## src/rtl/sub_unit_pkg.sv

```systemverilog
// Shared definitions for the chunked serial subtractor: FSM state encoding
// and the fixed number of bits handled per cycle.
// Latency: n/a (definitions only). Backpressure: n/a.
package sub_unit_pkg;

   // Bits processed per RUN cycle; fixed, not a user parameter.
   localparam int CHUNK = 2;

   typedef enum logic [1:0] {
      IDLE = 2'd0,
      RUN  = 2'd1,
      DONE = 2'd2
   } state_t;

endpackage

```

## src/rtl/sub_chunk.sv

```systemverilog
// Purpose: combinational 2-bit subtract with borrow, d = x - y - bin.
// Latency: 0 cycles (pure combinational).
// Backpressure: none; no handshake.
// Ports: x, y - 2-bit operand slices; bin - borrow-in;
//        d - 2-bit difference; bout - borrow-out (result went negative).
module sub_chunk (
   input  logic [1:0] x,
   input  logic [1:0] y,
   input  logic       bin,
   output logic [1:0] d,
   output logic       bout
);

   logic [2:0] diff;

   // A 3-bit two's-complement result covers -4..3, so bit 2 is the borrow.
   assign diff = {1'b0, x} - {1'b0, y} - {2'b00, bin};
   assign d    = diff[1:0];
   assign bout = diff[2];

endmodule

```

## src/rtl/sub_unit.sv

```systemverilog
// Purpose: serial unsigned subtractor f = a - b (mod 2^WIDTH), 2 bits per cycle, with borrow.
// Latency: out_valid high WIDTH/2 edges after the accept edge; one transaction in flight.
// Backpressure: DONE holds f/borrow stable until out_ready; in_ready only in IDLE.
// Ports: m_clock, p_reset (async, active-low); in_valid/in_ready/a/b operand handshake;
//        out_valid/out_ready/f/borrow result handshake.
// Config: define SUB_UNIT_SAT_EN to clamp f to 0 when the final borrow is set.
module sub_unit
   import sub_unit_pkg::*;
#(
   parameter int WIDTH = 8   // must be even and >= 2
) (
   input  logic             m_clock,
   input  logic             p_reset,
   input  logic             in_valid,
   output logic             in_ready,
   input  logic [WIDTH-1:0] a,
   input  logic [WIDTH-1:0] b,
   output logic             out_valid,
   input  logic             out_ready,
   output logic [WIDTH-1:0] f,
   output logic             borrow
);

   localparam int NCHUNK = WIDTH / CHUNK;
   localparam int IDX_W  = (NCHUNK > 1) ? $clog2(NCHUNK) : 1;

   state_t                 state;
   state_t                 state_nxt;
   logic [WIDTH-1:0]       a_r;
   logic [WIDTH-1:0]       b_r;
   logic [IDX_W-1:0]       idx;
   logic                   bchain;
   logic [CHUNK-1:0]       x_c;
   logic [CHUNK-1:0]       y_c;
   logic [CHUNK-1:0]       d_c;
   logic                   bout_c;
   logic                   last_chunk;

   assign in_ready   = (state == IDLE);
   assign out_valid  = (state == DONE);
   assign last_chunk = (idx == IDX_W'(NCHUNK - 1));

   // Operands come from the captured copies, so a/b may change freely in RUN.
   assign x_c = a_r[idx*CHUNK +: CHUNK];
   assign y_c = b_r[idx*CHUNK +: CHUNK];

   sub_chunk u_sub_chunk (
      .x    (x_c),
      .y    (y_c),
      .bin  (bchain),
      .d    (d_c),
      .bout (bout_c)
   );

   always_ff @(posedge m_clock or negedge p_reset) begin
      if (!p_reset) begin
         state <= IDLE;
      end else begin
         state <= state_nxt;
      end
   end

   always_comb begin
      state_nxt = state;
      case (state)
         IDLE:    if (in_valid)   state_nxt = RUN;
         RUN:     if (last_chunk) state_nxt = DONE;
         DONE:    if (out_ready)  state_nxt = IDLE;
         default:                 state_nxt = IDLE;
      endcase
   end

   always_ff @(posedge m_clock or negedge p_reset) begin
      if (!p_reset) begin
         a_r    <= '0;
         b_r    <= '0;
         idx    <= '0;
         bchain <= 1'b0;
         f      <= '0;
         borrow <= 1'b0;
      end else begin
         case (state)
            IDLE: begin
               if (in_valid) begin
                  a_r    <= a;
                  b_r    <= b;
                  idx    <= '0;
                  bchain <= 1'b0;
                  borrow <= 1'b0;
               end
            end
            RUN: begin
               f[idx*CHUNK +: CHUNK] <= d_c;
               bchain                <= bout_c;
               idx                   <= idx + 1'b1;
               if (last_chunk) begin
                  // Explicit wrap keeps idx in range when NCHUNK is not a power of 2.
                  idx    <= '0;
                  borrow <= bout_c;
`ifdef SUB_UNIT_SAT_EN
                  // Later assignment overrides the chunk write above.
                  if (bout_c) f <= '0;
`endif
               end
            end
            default: ;  // DONE: hold f and borrow for the consumer
         endcase
      end
   end

endmodule

```

## config.mk

```make
export PLATFORM = sky130hd
export DESIGN_NAME = sub_unit
export DESIGN_NICKNAME = d
export VERILOG_FILES = /design/src/rtl/sub_unit_pkg.sv /design/src/rtl/sub_chunk.sv /design/src/rtl/sub_unit.sv
export SDC_FILE = /design/constraint.sdc
export NUM_CORES = 1
export LEC_CHECK = 0
export BUFFER_PORTS_ARGS = -buffer_cell sky130_fd_sc_hd__buf_4
export CAP_MARGIN = 0
export CORE_UTILIZATION = 35
export DETAILED_ROUTE_END_ITERATION = 8
export MAX_ROUTING_LAYER = met4
export PLACE_DENSITY_LB_ADDON = 0.12
export SYNTH_ARGS = -nofsm -noshare
export SYNTH_HDL_FRONTEND = slang
export SYNTH_HIERARCHICAL = 1
export SYNTH_SLANG_ARGS = --single-unit
```

## constraint.sdc

```tcl
create_clock -name m_clock -period 5.1 [get_ports m_clock]
set_input_delay 0.765 -clock m_clock [delete_from_list [all_inputs] [get_ports m_clock]]
set_output_delay 0.765 -clock m_clock [all_outputs]
set_load 0.005 [all_outputs]
```

---- After elaboration in Yosys (flattened, before gate mapping) ----
Cells that the tools add are included.
Widths: inputs -> output; s select.
word-level totals
  register bits after elaboration ......... 30
  bits in latches ......................... 0
  RAM bits ................................ 0
  bits in read-only memories .............. 0
  memories kept ........................... 0
cells by class
  add/sub/neg operators ................... 4
  multiply operators ...................... 0
  div/mod/pow operators ................... 0
  magnitude comparators ................... 0
  eq/ne operators ......................... 6
  shifts and indexed selects .............. 4
  multiplexer cells ....................... 12
  bitwise logic cells ..................... 0
  reductions and logical operators ........ 6
operator list
  cell                    number
  $neg 3->34              1
  $shift 2x34->8 const A  1
  $shiftx 2x34->8         1
  $shiftx 8x4->2          2
  $mux 2                  5
  $bwmux 8                1
  $pmux 2 s3              1
  $reduce_and 3->1        2
  $eq 2x2->1 const B      2
  $ne 2x2->1 const B      2
  $pmux 1 s2              2
  $pmux 2 s2              1
  $reduce_and 2->1        2
  $sub 2x2->3             1
  $sub 3x1->3             1
  $add 2x1->2 const B     1
  $eq 2x1->1 const B      1
  $logic_not 2->1         1
  $mux 1                  2
  $ne 2x1->1 const B      1
  $reduce_bool 2->1       1

---- Depth between registers and ports, before layout ----
Gate-level depths: netlist (run 1).
  depth in word-level cells ............... 5
  depth in mapped cells ................... 10

---- By module ----
Netlist (run 1), hierarchy kept.
modules (own cells, without submodules)
  module     times used  cells each  area each (µm²)  sequential area each (µm²)
  sub_unit   1           101         1445.1           750.7
  sub_chunk  1           8           62.6             0.0

---- Worst setup path before layout (run 1) ----
OpenSTA, ideal clock, no wires.
  kind .................................... register to register
  from .................................... reg idx[0]
  to ...................................... reg f[1]
  arrival ................................. 2.391 ns
  slack ................................... 2.584 ns
  cell stages (with the launch flop) ...... 11
  path buffers ............................ 2
  period minus slack after synthesis ...... 2.516 ns
  cell sequence ........................... dfrtp_1 buf_2 buf_2 mux4_2 inv_1 fa_1 inv_1 fa_1 inv_1 nor4bb_1 mux2_2
on the way
  longest elaborated chain between the ends .. 5
  elaborated cells on any way between the ends .. 8
RTL lines
  element                          line             RTL
  from (decl)                      sub_unit.sv:31   logic [IDX_W-1:0] idx;
  from (signal assigned)           sub_unit.sv:95   idx <= idx + 1'b1;
  $shiftx 8x4->2                   sub_unit.sv:45   assign y_c = b_r[idx*CHUNK +: CHUNK];
  net y_c[0]                       sub_unit.sv:34   logic [CHUNK-1:0] y_c;
  $sub 2x2->3                      sub_chunk.sv:17  assign diff = {1'b0, x} - {1'b0, y} - {2'b00, bin};
  $sub 3x1->3                      sub_chunk.sv:17
  net d_c[1]                       sub_unit.sv:35   logic [CHUNK-1:0] d_c;
  $shiftx 2x34->8                  sub_unit.sv:93   f[idx*CHUNK +: CHUNK] <= d_c;
  $bwmux 8                         sub_unit.sv:93
  to (signal assigned)             sub_unit.sv:79   f <= '0;
  to (signal, indexed assignment)  sub_unit.sv:93
  to (decl)                        sub_unit.sv:20   output logic [WIDTH-1:0] f,
The timed path passes the listed nets, and every way through them passes these cells.
A chain may end at the register's enable or synchronous reset.

---- Worst setup path in the final report (run 1) ----
  from .................................... reg idx[0]
  to ...................................... reg f[1]
on the way
  longest elaborated chain between the ends .. 5
  elaborated cells on any way between the ends .. 8
RTL lines
  element          line             RTL
  $shiftx 8x4->2   sub_unit.sv:44   assign x_c = a_r[idx*CHUNK +: CHUNK];
  net x_c[0]       sub_unit.sv:33   logic [CHUNK-1:0] x_c;
  $sub 2x2->3      sub_chunk.sv:17
  $sub 3x1->3      sub_chunk.sv:17
  net d_c[1]       sub_unit.sv:35
  $shiftx 2x34->8  sub_unit.sv:93
  $bwmux 8         sub_unit.sv:93
The timed path passes the listed nets, and every way through them passes these cells.

==> metrics, run 1 <==
synthesized area 1510 sq um; max-slew violations 0; top_reg_cell synth dfrtp_1; final hold viol count 0; status completed; vias approximately 970; layout cell share with drive strength beyond 1 43.3%; post-synth top area cell dfrtp_1; num rows 23; CP Data Arrival Time 3000 ps; antenna violations before repair 0; Lkg Pwr roughly 0.00084 uW; final net count ~170; DRC violations left 0; GR Util All Layers roughly 14%; Die ar. 4570 sq um; Num Clock Sinks 30; switching share of power 35.6%; CP delay by family, top multiplexers; Seq cells post-synth 30; crit path launch type flop; dpl hpwl 2.00 mm; Synth area leaders dfrtp_1 (50%), mux2_2 (13%), mux4_2 (6.0%); wire per inst 14.7 microns; DR pass1 iterations 4; top-count cell post-synth dfrtp_1; Power Density 649 nW/um^2; Max Freq 359 MHz; top cells by count, synth dfrtp_1 (30), mux2_2 (18), inv_1 (8); GPL Wtd Cong 0.765; setup TNS 0 ps; DR iter-0 viols 35; Final period util a little over half; Synth cell types 28; mux cell area share after synthesis 19.4%; CTS H-tree lvls 2; main combinational cell family by area after synthesis multiplexers; ys async rst share 100%; Hold/Removal Path Class input port to asynchronous set/reset pin; # setup viols final 0; clk root buf clkbuf_8; cts repair resizes 0; XOR/XNOR Fraction of Synth Area 0%; area grow syn2layout 22.7%; Synth Area in Compound Gates 7.05%; largest net degree at the start of global routing 31; fin util roughly 46%; min Tclk post-route 2790 ps; DRT Wirelength roughly 2.8 mm; number of CTS-inserted buffers 5; vias in the first global route 987; actual slew at the worst max-slew pin between 700 and 800 ps; clk slew on worst S/H paths about 60 ps; IO Port Bufs 30; via density per instance around 5.1; Ys Warns 6; register area share after synthesis 49.8%; Die Span X 67.6 microns; starting density of the core 37.2%; Clock Skew about 2.5 ps; Switch Pwr between 400 and 500 uW; Worst-Skew Late Latency 270 ps; hold_ws 407 ps; Crit-path slowest cell dfrtp_1; die height 67.6 microns; clock group share of total power 16.2%; critical path class flop to flop; first-pass GRT wire length 4.49 mm; Synth Area in Simple Gates 12.4%; Mean Syn Cell Area 13.8 sq um; CP required 5310 ps; total overflow reported by the global router 0; post-route ant nets 0; slowest cell delay on critical path ~750 ps; post-CTS setup buffers 0; ant diodes 0; Core ar. just over 4000 sq um; unrepaired setup endpoints after global routing no; Seq pwr share 37.7%; maxcap violations 0; Mapped Cells around 110; num ports 31; post-synth net total between 100 and 150; Gate power share 46.0%; crit end category flop; Rel. slew slack 47.0%; CTS tree done; Synth top area share about half; worst path cell trace mux4_2 -> fa_1 -> inv_1 -> fa_1 -> inv_1 -> nor4bb_1 -> mux2_2; Power Internal 772 uW; number of flops mapped to enable cells by yosys 0; clk buf depth 2; crit-path max FO 17; hold_buf cts 0; Worst Path Buf+Inv 2; adder-cell share of the synthesized area slightly below 7%; Peak supply drop 0.000208 V
[layout by cell type, fill, tap and decap left out]
cell type	instances
mux4_2	4
a21oi_1	1
o21ai_0	1
nand3b_1	4
a221o_1	1
nand4b_1	4
mux2_2	18
nor4bb_1	2
clkinv_2	1
nand4_1	2
buf_4	30
or4b_4	1
and3b_1	1
a22o_1	3
or4b_1	1
nor2b_1	1
inv_1	8
o2bb2ai_1	6
o21bai_1	1
fa_1	2
nor3b_4	1
nor2_1	2
ha_1	5
clkbuf_8	6
clkbuf_1	1
and2_1	1
nand2b_1	3
dfrtp_1	30
[power by group through the flow]
stage / Sequential (uW) / Clock, uW / Combinational, uW
after global placement: 456 / 0 / 538
final: 453 / 195 / 552
after CTS: 456 / 201 / 559
after detailed placement: 459 / 0 / 557
after global routing: 471 / 209 / 615
after floorplan: 407 / 0 / 455
[final timing paths]
kind                        end  cells after the start    start  slack (ps)
setup / recovery           f[1]                      7   idx[0]        2310
hold / removal             f[0]                      1  p_reset         410
setup reg to reg           f[1]                      7   idx[0]        2310
hold reg to reg            f[3]                      1     f[3]         500
max in group asynchronous  f[5]                      1  p_reset        4410
min in group m_clock       f[3]                      1     f[3]         500
[through the flow]
step,power (uW),setup WS (ps),instance area [sq um],instances
floorplan,862,2580,1510,109
global placement,993,2400,1760,183
detailed placement,1020,2330,1760,183
CTS,1220,2300,1850,191
global route,1290,2150,1850,191
finish,1200,2310,1850,191
[state kept, by name (all words and copies together), names as in the netlist]
register and count:
a_r 8, b_r 8, bchain 1, borrow 1, f 8, idx 2
state 2
[routing by layer]
layer  GRT usage (%)  vias up  part of all wire, %
li1                -      461                    -
met1            15.6      481                   43
met2            23.4       21                   52
met3            5.07        2                  4.5
met4            4.79        0                 0.50
met5               -        -                    0
[kinds of logic (layout without fill, tap and decap cells)]
| logic type | Yosys count | count (layout) |
|---|---|---|
| AO/OA/AOI/OAI | 13 | 13 |
| adder cells (fa/ha/maj) | 7 | 7 |
| buffers and inverters | 14 | 46 |
| flip-flops | 30 | 30 |
| multiplexers | 22 | 22 |
| AND/OR/NAND/NOR | 23 | 23 |
[final cells by class]
class	instances	area (sq um)
tap	50	62.6
multi-input combinational	65	689
clock inverter	1	5.00
clock buffer	7	86.3
timing repair buffer	30	225
inverter	8	30.0
sequential	30	751
fill	384	2210
No activity file was read; power rests on OpenSTA's default activity.
==> inputs of run 2 (changes only) <==
ABC_AREA = 1   (was unset)
clock period = 2.55 ns   (was 5.1 ns; I/O delays follow)
==> metrics, run 2 <==
Synth top area share about half; Gate power share approximately 50%; Rel. slew slack 73.4%; R2R setup slack 260 ps; CTS H-tree lvls 2; Die Span X a little under 70 microns; clk root buf clkbuf_8; largest net degree at the start of global routing 31; Synth area leaders dfrtp_1 (48%), nand2_1 (17%), nand3_1 (5.5%); Worst-Skew Late Latency 280 ps; CP required 2760 ps; total overflow reported by the global router 0; final net count approximately 250; unrepaired setup endpoints after global routing no; crit path launch type flop; cell count after placement 269; Clock Skew 8.90 ps; commonest non-fill, non-tap cells in the layout nand2_1 (71), buf_4 (33), dfrtp_1 (30); register area share after synthesis 48.2%; DRT Wirelength 3.21 mm; wire per inst 11.6 microns; via density per instance about 4.6; vias 1,264; actual slew at the worst max-slew pin 397 ps; Lkg Pwr 0.00105 uW; Switch Pwr around 1100 uW; R2R depth 14; reg2reg start idx[0]; post-route ant nets 0; dpl hpwl 2.36 mm; Mapped Cells 194; num ports 31; Max Freq 437 MHz; Power Internal 1410 uW; ant diodes 0; area grow syn2layout 22.6%; post-synth net total 221; Hold/Removal Path Class input port to asynchronous set/reset pin; Core ar. 4140 sq um; CP Data Arrival Time between 2000 and 3000 ps; setup TNS 0 ps; top_reg_cell synth dfrtp_1; clk slew on worst S/H paths 70 ps; top cells by count, synth nand2_1 (71), dfrtp_1 (30), inv_1 (19); ys async rst share 100%; die height around 69 microns; DRC violations left 0; post-CTS setup buffers 0; CTS tree done; Ys Warns 6; max-slew violations 0; GR Util All Layers 17.3%; Num Clock Sinks 30; final hold viol count 0; Seq pwr share roughly a third; Mean Syn Cell Area roughly 8 sq um; number of flops mapped to enable cells by yosys 0; fillers 464; starting density of the core 37.6%; slowest cell delay on critical path 410 ps; status completed; DR iter-0 viols 37; crit end category flop; Worst R2R End f[7]; Crit path top cell by count inv_1; post-synth top area cell dfrtp_1; crit-path max FO 19; Final period util 89.8%; DR pass1 iterations 4; num rows 23; Seq cells post-synth 30; commonest non-fill, non-tap cell in the layout nand2_1; critical path class flop to flop; worst path cell trace clkinv_4 -> nor2_1 -> nor2_1 -> o21ai_0 -> nand2_1 -> inv_1 -> fa_1 -> inv_1 -> fa_1 -> inv_1 -> inv_1 -> nor3_1 -> nand2_1 -> nand2_1; top-count cell post-synth nand2_1; Die ar. 4720 sq um; first-pass GRT wire length between 5 and 6 mm; Crit-path slowest cell dfrtp_1; vias in the first global route 1,260; Layout Cells excl Fill about 280; Synth cell types 20; clock group share of total power between 15 and 20%; # setup viols final 0; number of CTS-inserted buffers 5; Peak supply drop 0.000514 V; layout cell share with drive strength beyond 1 19.4%; switching share of power 42.9%; maxcap violations 0; IO Port Bufs 30; min Tclk post-route 2290 ps; synthesized area 1560 sq um; biggest regs a_r: 8 flops, b_r: 8 flops, f: 8 flops; clk buf depth 2; Power Density between 1000 and 1500 nW/um^2; GPL Wtd Cong 0.795; antenna violations before repair 0
[run 2: changes by cell type in the layout (fill, tap and decap cells not counted), moves of 6 or more]
cell	previous run	this run
nand2_1	0	71
mux2_2	18	0
nand3_1	0	17
nor2_1	2	16
inv_1	8	19
o21ai_0	1	9
o2bb2ai_1	6	0
[run 2: power groups by stage]
stage / clock (uW) / sequential, uW / combinational, uW
3_5_place_dp: 0 / 834 / 1260
6_report: 392 / 830 / 1240
3_3_place_gp: 0 / 838 / 1250
4_1_cts: 403 / 830 / 1260
2_1_floorplan: 0 / 798 / 940
5_1_grt: 420 / 864 / 1460
[run 2: final cells by class]
class	count	area [sq um]	share of cell area (%)
flip-flops and latches	30	751	39.3
multi-input cells	136	676	35.4
repair buffers	33	248	13.0
clock buffers	7	86.3	4.52
inverters	20	80.1	4.20
well taps	50	62.6	3.28
clock inverters	1	5.00	0.262
[run 2: worst max path at each step]
stage	from	endpoint
after global routing	idx[0]	f[3]
final	idx[0]	f[7]
after global placement	idx[0]	f[3]
after detailed placement	idx[0]	f[7]
after CTS	idx[0]	f[3]
after floorplan	idx[0]	f[3]
[run 2: critical path: cells and delay by family, from the launching register on]
| family | cells | cell delay (ps) |
|---|---|---|
| compound gates | 1 | 80 |
| flops | 1 | 410 |
| fa+ha+maj | 2 | 810 |
| simple gates | 6 | 530 |
| buf+inv | 5 | 380 |
[run 2: routing by layer]
metal  routed length, microns  vias to the layer above  track usage [%]
met5                        0                        -                -
li1                         -                      673                -
met3                      139                        4             4.93
met4                       27                        0             6.25
met2                     1340                       27             24.8
met1                     1700                      560             23.2
[run 2: timing repair]
item,4_1_cts,5_1_grt
endpoints found under the setup margin,0,2
resized for setup,0,3
hold buffers,0,0
[run 2: kinds of logic (layout without fill, tap and decap cells)]
group | Yosys count | in the layout | share of synthesized area (%)
AO/OA/AOI/OAI | 18 | 18 | 7.23
AND/OR/NAND/NOR | 111 | 111 | 29.6
buffers and inverters | 28 | 61 | 8.36
flip-flops | 30 | 30 | 48.2
adder cells (fa/ha/maj) | 7 | 7 | 6.59
[run 2: metrics by stage]
step | hold WS [ps] | setup WS (ps) | power (uW) | utilization [%] | area [sq um]
2_1_floorplan | 86.9 | 258 | 1740 | - | 1560
3_3_place_gp | 343 | 188 | 2090 | 43.7 | 1810
3_5_place_dp | 340 | 154 | 2100 | 43.7 | 1810
4_1_cts | 35.1 | 140 | 2490 | 45.9 | 1900
5_1_grt | 46.3 | 33.1 | 2750 | 46.0 | 1910
6_report | 21.7 | 261 | 2470 | 46.0 | 1910
==> inputs of run 3 (changes only) <==
CORE_UTILIZATION = 49   (was 35)
==> metrics, run 3 (synthesis gave the netlist of run 2 again) <==
status completed; Max Freq 434 MHz; dpl hpwl roughly 2.2 mm; worst slack at placement 102 ps; placed inst area 1800 sq um; CP Data Arrival Time 2570 ps; starting density of the core 51.4%; fin util just over 60%; commonest non-fill, non-tap cells in the layout nand2_1 (71), buf_4 (32), dfrtp_1 (30); wire per inst 10.9 microns; crit end category flop; critical path class flop to flop; final hold viol count 0; slowest cell delay on critical path 420 ps; antenna violations before repair 0; clk slew on worst S/H paths around 80 ps; commonest non-fill, non-tap cell in the layout nand2_1; worst path cell trace clkinv_4 -> nor2_1 -> nor2_1 -> o21ai_0 -> nand2_1 -> inv_1 -> fa_1 -> inv_1 -> fa_1 -> inv_1 -> inv_1 -> nor3_2 -> nand2_1 -> nand2_1; final net count 253; Num Clock Sinks 30; Core ar. ~3000 sq um; ant diodes 0; DR pass1 iterations 4; clk buf depth 2; worst setup slack after layout roughly 250 ps; area grow syn2layout 19.6%; Worst-Skew Late Latency about 330 ps; setup TNS 0 ps; GR Util All Layers 20.8%; Clock Skew roughly 5.5 ps; biggest regs a_r: 8 flops, b_r: 8 flops, f: 8 flops; CP required around 2800 ps; vias 1,287; Crit-path slowest cell dfrtp_1; Peak supply drop 0.000517 V; layout cell share with drive strength beyond 1 a little under a fifth; first-pass GRT wire length a little over 5 mm; die height between 50 and 60 microns; cell count after placement 262; post-route ant nets 0; IO Port Bufs 30; actual slew at the worst max-slew pin 384 ps; vias in the first global route 1,223; design area 1860 sq um; Hold/Removal Path Class input port to flop; clk root buf clkbuf_4; GPL Wtd Cong 0.852; num ports 31; total overflow reported by the global router 0; number of CTS-inserted buffers 5; Die Span X 58.4 microns; DRC violations left 0; via density per instance 4.77; CTS tree done; Rel. slew slack between 70% and 80%; CTS H-tree lvls 2; max-slew violations 0; Crit path top cell by count inv_1; num rows 20; maxcap violations 0; Layout Cells excl Fill 270; Power Density 1240 nW/um^2; min Tclk post-route 2300 ps; crit-path max FO 19; DRT Wirelength 2.93 mm; unrepaired setup endpoints after global routing no; # setup viols final 0; largest net degree at the start of global routing 31; Die ar. 3410 sq um; Final period util about nine tenths; DR iter-0 viols 28; Lkg Pwr 0.00102 uW; post-CTS setup buffers 0; crit path launch type flop
## run 3: cell types whose count changed in the layout (fill, tap and decap cells not counted)
cell,delta
buf_4,-1
clkbuf_1,+1
clkbuf_4,+5
clkbuf_8,-6
clkinv_2,-1
dlygate4sd3_1,+1
nor3_1,-1
nor3_2,+1
## run 3: report_power, final
part	switching, uW	internal [uW]
Sequential	143	688
Clock	147	104
Combinational	744	489
Total	1030	1280
## run 3: final timing paths
path                       startpoint       end  slack, ps  cells after the start
setup / recovery               idx[0]      f[3]        250                     14
hold / removal              out_ready  state[1]        230                      2
setup reg to reg               idx[0]      f[3]        250                     14
hold reg to reg                a_r[1]    a_r[1]        480                      2
max in group asynchronous     p_reset    b_r[1]       1770                      2
min in group asynchronous     p_reset  state[0]        510                      2
## run 3: repair_timing
| item | CTS | global route |
|---|---|---|
| resized for setup | 0 | 4 |
| setup endpoints to repair | 0 | 3 |
| hold buffers | 1 | 0 |
| endpoints found under the hold margin | 30 | 0 |
## run 3: through the flow
| stage | total power (uW) | hold slack [ps] |
|---|---|---|
| floorplan | 1740 | 86.9 |
| global placement | 2010 | 323 |
| detailed placement | 2060 | 329 |
| CTS | 2320 | 213 |
| global route | 2590 | 215 |
| finish | 2310 | 227 |
## run 3: critical path: cells and delay by family (launching register included)
family | cells | cell delay (ps)
and+or+nand+nor | 6 | 510
DFF | 1 | 420
AOI/OAI and AO/OA | 1 | 90
buffers and inverters | 5 | 410
adders and majority gates | 2 | 820
## run 3: layout make-up
class                           instances  area [sq um]
Clock buffer                            7          45.0
Tap cell                               44          55.1
Fill cell                             288          1170
Sequential cell                        30           751
Inverter                               20          80.1
Multi-Input combinational cell        136           681
Timing Repair Buffer                   33           250
## run 3: routing by layer
layer	up-vias	track usage (%)	wire length, microns
li1	671	-	-
met1	585	23.3	1320
met2	26	33.8	1440
met3	5	5.93	119
met4	0	10.9	56
met5	-	-	0
